==> src/rtl/rssb_pkg.sv <==
// Shared types and helper constants for the RSSB (reverse subtract, skip if borrow) CPU.
package rssb_pkg;

   typedef enum logic [2:0] {
      S_IDLE,
      S_FETCH,
      S_READ,
      S_EXEC,
      S_HALT
   } state_t;

   localparam int DEF_BW = 8;
   localparam int DEF_AW = 4;

   // Operand value that stops the machine (top address of the memory).
   function automatic int halt_opnd(input int aw);
      return (1 << aw) - 1;
   endfunction

   // Default memory-mapped output location, just below the halt operand.
   function automatic int out_addr_dflt(input int aw);
      return (1 << aw) - 2;
   endfunction

endpackage

==> src/rtl/rssb_mem.sv <==
// Unified program/data memory: one synchronous write port, one combinational read port.
module rssb_mem #(
   parameter int BW = 8,
   parameter int AW = 4
) (
   input  logic          clk,
   input  logic          we,
   input  logic [AW-1:0] waddr,
   input  logic [BW-1:0] wdata,
   input  logic [AW-1:0] raddr,
   output logic [BW-1:0] rdata
);

   logic [BW-1:0] mem [0:(1<<AW)-1];

   // Contents survive reset; only the caller's write enable gates updates.
   always_ff @(posedge clk) begin
      if (we) mem[waddr] <= wdata;
   end

   assign rdata = mem[raddr];

endmodule

==> src/rtl/rssb_cpu_nb.sv <==
// Single-instruction RSSB CPU: FETCH/READ/EXEC per instruction, memory-mapped output.
// Define RSSB_CYCCNT_EN to add the saturating executed-instruction counter instr_cnt.
module rssb_cpu_nb
   import rssb_pkg::*;
#(
   parameter int BW       = DEF_BW,
   parameter int AW       = DEF_AW,
   parameter int OUT_ADDR = out_addr_dflt(AW)
) (
   input  logic          clk,
   input  logic          rst,
   input  logic          load_en,
   input  logic [AW-1:0] load_addr,
   input  logic [BW-1:0] load_data,
   input  logic          start,
   output logic          busy,
   output logic          halted,
   output logic          out_valid,
   output logic [BW-1:0] out_data
`ifdef RSSB_CYCCNT_EN
   ,
   output logic [15:0]   instr_cnt
`endif
);

   localparam logic [AW-1:0] HALT_OP = AW'(halt_opnd(AW));
   localparam logic [AW-1:0] OUT_A   = AW'(OUT_ADDR);

   state_t        state, state_nxt;
   logic [AW-1:0] pc, opnd, raddr, waddr;
   logic [BW-1:0] acc, opr, rdata, wdata;
   logic [BW:0]   diff;
   logic          borrow, we, exec_we, load_ok, start_ok;

   assign start_ok = start && !load_en && (state == S_IDLE || state == S_HALT);
   assign load_ok  = load_en && !busy;
   assign diff     = {1'b0, opr} - {1'b0, acc};
   assign borrow   = diff[BW];

   // Reset forces IDLE asynchronously, which also kills any pending EXEC write.
   assign exec_we = (state == S_EXEC);
   assign we      = load_ok || exec_we;
   assign waddr   = exec_we ? opnd : load_addr;
   assign wdata   = exec_we ? diff[BW-1:0] : load_data;
   assign raddr   = (state == S_FETCH) ? pc : opnd;

   rssb_mem #(.BW(BW), .AW(AW)) u_mem (
      .clk   (clk),
      .we    (we),
      .waddr (waddr),
      .wdata (wdata),
      .raddr (raddr),
      .rdata (rdata)
   );

   always_ff @(posedge clk or negedge rst) begin
      if (!rst) state <= S_IDLE;
      else      state <= state_nxt;
   end

   always_comb begin
      state_nxt = state;
      case (state)
         S_IDLE, S_HALT: if (start_ok) state_nxt = S_FETCH;
         S_FETCH:        state_nxt = (rdata[AW-1:0] == HALT_OP) ? S_HALT : S_READ;
         S_READ:         state_nxt = S_EXEC;
         S_EXEC:         state_nxt = S_FETCH;
         default:        state_nxt = S_IDLE;
      endcase
   end

   always_comb begin
      busy   = (state == S_FETCH) || (state == S_READ) || (state == S_EXEC);
      halted = (state == S_HALT);
   end

   always_ff @(posedge clk or negedge rst) begin
      if (!rst) begin
         pc        <= '0;
         acc       <= '0;
         opnd      <= '0;
         opr       <= '0;
         out_valid <= 1'b0;
         out_data  <= '0;
      end else begin
         out_valid <= 1'b0;
         case (state)
            S_IDLE, S_HALT: begin
               if (start_ok) begin
                  pc  <= '0;
                  acc <= '0;
               end
            end
            S_FETCH: opnd <= rdata[AW-1:0];
            S_READ:  opr  <= rdata;
            S_EXEC: begin
               acc <= diff[BW-1:0];
               pc  <= borrow ? pc + AW'(2) : pc + AW'(1);
               if (opnd == OUT_A) begin
                  out_valid <= 1'b1;
                  out_data  <= diff[BW-1:0];
               end
            end
            default: ;
         endcase
      end
   end

`ifdef RSSB_CYCCNT_EN
   always_ff @(posedge clk or negedge rst) begin
      if (!rst)                                 instr_cnt <= '0;
      else if (start_ok)                        instr_cnt <= '0;
      else if (exec_we && instr_cnt != 16'hFFFF) instr_cnt <= instr_cnt + 16'd1;
   end
`endif

endmodule

==> config.mk <==
export PLATFORM = sky130hd
export DESIGN_NAME = rssb_cpu_nb
export DESIGN_NICKNAME = d
export VERILOG_FILES = /design/src/rtl/rssb_pkg.sv /design/src/rtl/rssb_mem.sv /design/src/rtl/rssb_cpu_nb.sv
export SDC_FILE = /design/constraint.sdc
export NUM_CORES = 1
export LEC_CHECK = 0
export ABC_AREA = 1
export BUFFER_PORTS_ARGS = -buffer_cell sky130_fd_sc_hd__buf_2
export CORE_MARGIN = 2
export CORE_UTILIZATION = 40
export DETAILED_ROUTE_END_ITERATION = 7
export PLACE_DENSITY = 0.54
export SYNTH_ARGS = -nofsm -noshare
export SYNTH_HDL_FRONTEND = slang
export SYNTH_HIERARCHICAL = 1
export SYNTH_SLANG_ARGS = --single-unit
==> constraint.sdc <==
create_clock -name clk -period 4.02 [get_ports clk]
set_input_delay 0.201 -clock clk [delete_from_list [all_inputs] [get_ports clk]]
set_output_delay 0.201 -clock clk [all_outputs]
set_load 0.02 [all_outputs]
# Word-level counts from Yosys, hierarchy flattened
# Memory sizes are Yosys's and may differ from the RTL's.
# Cells that the tools add are included.
# Widths: inputs -> output; s select.
[op_classes]
n_addsub = 3
muxes = 15
n_mul = 0
magnitude_cmp = 0
eq_ne = 7
n_bitwise = 0
shifts = 0
div = 0
n_reduce_logical = 14
[op_table]
columns = ["operator", "count"]
rows = [
  ["$mux 4", 4],
  ["$mux 8", 2],
  ["$pmux 8 s2", 1],
  ["$pmux 3 s4", 1],
  ["$sub 8x8->9", 1],
  ["$eq 4x4->1 const B", 2],
  ["$pmux 4 s2", 1],
  ["$eq 3x2->1 const B", 2],
  ["$mux 3", 2],
  ["$add 4x1->4 const B", 1],
  ["$add 4x2->4 const B", 1],
  ["$logic_or 1x1->1", 4],
  ["$mux 1", 4],
  ["$reduce_and 2->1", 2],
  ["$eq 3x1->1 const B", 1],
  ["$eq 3x3->1 const B", 1],
  ["$logic_and 1x1->1", 3],
  ["$logic_not 3->1", 1],
  ["$logic_not 1->1", 2],
  ["$ne 2x2->1 const B", 1],
  ["$reduce_bool 2->1", 1],
  ["$reduce_or 2->1", 1],
]
[word_totals]
mem_bits_rw = 128
romBits = 0
out_inout_bits = 11
reg_bits = 36
memories = 1
latchBits = 0
[mem_list]
columns = ["memory", "words", "word_bits", "read_ports", "rd_ports_with_merged_regs", "wr", "line_no", "rtl"]
rows = [
  ["u_mem.mem", 16, 8, 1, 0, 1, "rssb_mem.sv:14", "logic [BW-1:0] mem [0:(1<<AW)-1];"],
]

# Longest topological paths before layout
[logic_depth]
ltp_word = 8
ltp_mapped = 16
mapped_depth_nobuf = 15

# Cells and area by module
# Netlist, hierarchy kept.
[by_module_without_submodules]
columns = ["mod", "area_per_inst_um2", "cells_per_inst", "n_inst"]
rows = [
  ["rssb_mem", 5606.6, 543, 1],
  ["rssb_cpu_nb", 2112.0, 277, 1],
]

# Worst setup path after synthesis
# No wires, ideal clock.
[synth_path]
path_type = "register to register"
start = "reg opr[0]"
end = "mem u_mem.mem[0][1], data pin"
synth_period_minus_slack_ns = 2.132
path_stages_with_launch = 7
arrival_time_ns = 1.802
setup_slack_ns = 1.888
t_required_ns = 3.690
path_cell_list = "dfrtp_1 inv_1 ha_1 inv_1 fa_1 inv_1 o21ai_0"
[synth_between]
elab_chain_len = 2
[synth_lines]
columns = ["item", "line_no", "rtl"]
rows = [
  ["start, declared", "rssb_cpu_nb.sv:31", "logic [BW-1:0] acc, opr, rdata, wdata;"],
  ["start signal, assigned", "rssb_cpu_nb.sv:95", "S_READ: opr <= rdata;"],
  ["$sub 8x8->9", "rssb_cpu_nb.sv:37", "assign diff = {1'b0, opr} - {1'b0, acc};"],
  ["named net diff[1]", "rssb_cpu_nb.sv:32", "logic [BW:0] diff;"],
  ["$mux 8", "rssb_cpu_nb.sv:44", "assign wdata = exec_we ? diff[BW-1:0] : load_data;"],
  ["named net wdata[1]", "rssb_cpu_nb.sv:31", ""],
  ["end, declared", "rssb_mem.sv:14", ""],
]
# The timed path passes the listed nets, and every way through them passes these cells.

# Final worst setup path
[layout_path]
start = "reg state[2]"
end = "mem u_mem.mem[5][6] (enable)"
[layout_between]
elab_cells_between_ends = 11
cone_classes = "3 x eq/ne; 3 x mux; 5 x reduce/logical"
[layout_lines]
columns = ["item", "line_no", "rtl"]
rows = [
  ["start, declared", "rssb_cpu_nb.sv:29", "state_t state, state_nxt;"],
  ["start signal, assigned", "rssb_cpu_nb.sv:58", "else state <= state_nxt;"],
  ["$eq 3x2->1", "rssb_cpu_nb.sv:41", "assign exec_we = (state == S_EXEC);"],
  ["$mux 4", "rssb_cpu_nb.sv:43", "assign waddr = exec_we ? opnd : load_addr;"],
  ["named net waddr[2]", "rssb_cpu_nb.sv:30", "logic [AW-1:0] pc, opnd, raddr, waddr;"],
]
# The timed path passes the listed nets, and every way through them passes these cells.

==> flow_summary_export.csv <==
group,metric,value,unit
sta,skew,0.0107,ns
die,rows,50,
finish,final_cell_mix,"nand2_1 (292), inv_1 (130), edfxtp_1 (128)",
die,start_util,41.0,%
global_routing,grt_pass1_wl,28600,um
setup_path,crit_slowest_cell,"nor2_1",
clock_network,worst_skew_pair.late_latency,0.42,ns
sta,setup_viol,0,
finish,layout-drive-gt1-share,10.4,%
placed_design,post_dp_cell_area,8020,sq um
detailed_routing,wl_met3,804,um
global_routing,track_usage,19.2,%
die,die-width,143,um
global_routing,globalRouteOverflowTotal,0,
power,ir_drop,0.403,mV
synthesis,yosysSeqAreaShare,61.5,%
synthesis,syn_nets,847,
clock_network,cts_resized,0,
detailed_routing,route.met2.wl,8660,um
sta,fin_setup_tns,0,ns
setup_path,path_cells,"inv_2, nand3_2, inv_2, nand2_1, nand2_1, nand3b_1, nor2_1",
clock_network,cts_made_buffers,17,
hold_path,hp-class,"input pin to flop",
synthesis,synth_area,7720,sq um
setup_path,reg2reg_depth,7,
sta,whs,0.0937,ns
power,p_per_area,888,nW/um^2
setup_path,worstPathArrival,2.87,ns
synthesis,netlist_instances,820,
sta,slew_violations,0,
synthesis,synth_top_area_share,49.8,%
detailed_routing,drc,0,
detailed_routing,via_per_inst,4.71,
clock_network,clkSinkCount,164,
synthesis,synth_cell_types,30,
clock_network,cts_tree,"done",
setup_path,worstSetupPathType,"flop to flop",
detailed_routing,wl_met1,8480,um
sta,finalCriticalPeriod,2.81,ns
setup_path,worstSetupPathDepth,7,
outcome,outcome,"complete, no violations",
setup_path,setup.worst_path.start_class,"flop",
setup_path,rr_endpoint,"u_mem/mem[5][6]$_DFFE_PP_",
detailed_routing,drtPass1Iterations,5,
setup_path,crit_start,"state[2]$_DFFE_PN0P_",
detailed_routing,vias,5265,
synthesis,synth_area_leader_cell,"edfxtp_1",
global_routing,grt_max_degree,65,
sta,maxSlewHeadroom,29.0,%
die,die-area,20400,sq um
sta,hold_violations,0,
detailed_routing,drtAntennaViolNets,0,
clock_network,clockBufferDepth,2,
setup_path,setup.worst_path.end,"u_mem/mem[5][6]$_DFFE_PP_",
sta,worst_pin_slew,1.07,ns
setup_path,worstReg2RegStart,"state[2]$_DFFE_PN0P_",
setup_path,crit_family,"simple AND/OR/NAND/NOR gates",
finish,final_area,8660,sq um
job,cap_violations,0,
sta,fmax,356,MHz
placed_design,io_buffers,26,
sta,rsz0062_at_grt,"false",
setup_path,crit_fanout,20,
die,io_pins,27,
finish,antenna_cells,0,
synthesis,syn_area_per_cell,9.41,sq um
power,power_leakage,3.98,nW
die,die_y,143,um
synthesis,yosys_warnings,6,
die,coreArea,18800,sq um
detailed_routing,maxUsedRoutingLayer,"met4",
placed_design,dp_hpwl,11900,um
detailed_routing,wl_per_cell,16.2,um
clock_network,clkTransAtPathRegs,0.07,ns
finish,final_common_cell,"nand2_1",
setup_path,worst_path_largest_cell_delay,0.61,ns
setup_path,r2r_slack,1.21,ns
detailed_routing,wl,18100,um
sta,finalCritPeriodShare,70.0,%
finish,layout.nets,871,
power,finalPower,7.69,mW
clock_network,cts_root_buffer,"clkbuf_16",
clock_network,htree_levels,4,
setup_path,required,4.07,ns
placed_design,globalplace.congestion,0.824,
synthesis,postSynthRegisterBits,164,
setup_path,critPathBufInv,2,
detailed_routing,initialDrtViolationCount,363,
global_routing,antenna_found_initial,0,
setup_path,cp-end-kind,"flop",
global_routing,grt_pass1_vias,4968,
synthesis,synthTopCellsByArea,"edfxtp_1 (50%), nand2_1 (14%), dfrtp_1 (12%), nand3_1 (7.6%), inv_1 (6.3%)",
finish,syn_to_final_growth,12.2,%
-- worst min path at each step --
stage / from / to / slack [ns] / depth (start not counted)
3_3_place_gp: rst / out_data[7]$_DFFE_PN0P_ / 0.35 / 1
4_1_cts: start / state[2]$_DFFE_PN0P_ / 0.07 / 4
2_1_floorplan: rst / acc[0]$_DFFE_PN0P_ / -0.09 / 0
5_1_grt: start / state[2]$_DFFE_PN0P_ / 0.13 / 4
3_5_place_dp: rst / out_data[6]$_DFFE_PN0P_ / 0.34 / 1
6_report: start / state[2]$_DFFE_PN0P_ / 0.09 / 4
-- kinds of logic after synthesis --
kind of cell,count (synthesis),share of synthesized area (%)
AO/OA/AOI/OAI,24,1.85
XOR/XNOR,5,0.567
adder cells (fa/ha/maj),11,1.88
buffers and inverters,168,9.58
flip-flops,164,61.5
AND/OR/NAND/NOR,448,24.7
-- what timing repair did --
action / CTS / global route
setup endpoints to repair: 0 / 0
endpoints found under the hold margin: 36 / 0
hold buffers: 1 / 0
setup buffers: 0 / 0
-- stage by stage --
step	cells	setup slack [ns]	util [%]
detailed placement	1084	1.19	42.6
global placement	1084	1.26	42.6
CTS	1117	1.21	46.0
finish	1117	1.21	46.0
global route	1117	0.936	46.0
floorplan	820	1.89	-
-- flip-flops by register name (all words and copies together) (netlist names) --
| signal | count |
|---|---|
| state | 3 |
| u_mem/mem | 128 |
| out_valid | 1 |
| acc | 8 |
| opnd | 4 |
| pc | 4 |
| opr | 8 |
| out_data | 8 |
-- layout make-up --
cell class | instances | area [sq um]
Clock buffer | 18 | 429
Clock inverter | 14 | 200
Fill cell | 1809 | 10200
Inverter | 139 | 524
Multi-Input combinational cell | 488 | 2240
Sequential cell | 164 | 4740
Tap cell | 260 | 325
Timing Repair Buffer | 34 | 193
-- cell usage after synthesis (all sizes together) --
cell type	number
o21ai	19
nand4	1
nor3	4
o22ai	1
a21oi	3
dfrtp	36
xor2	3
fa	1
nand2	297
nor2	22
buf	29
inv	139
a21o	1
nand3b	4
ha	10
xnor2	2
nand3	119
edfxtp	128
or2	1
-- power breakdown --
group          leakage, nW  switching, mW  internal, mW  total [mW]
Clock                0.304          0.675          1.05        1.73
Sequential            1.62          0.150          2.34        2.49
Combinational         2.06           2.52         0.950        3.47
Total                 3.98           3.34          4.35        7.69
-- tightest hold or removal path, delay by kind of cell --
family / cells / cell delay [ns]
AOI/OAI and AO/OA: 1 / 0.07
buffers and inverters: 1 / 0.09
and+or+nand+nor: 2 / 0.13
-- metal layers --
layer / global-route usage, % / vias to the layer above
met1: 26.7 / 2483
met5: 0 / -
met2: 30.8 / 110
met4: 4.74 / 0
met3: 4.06 / 10
li1: - / 2662
Power figures use the tool's default switching activity.
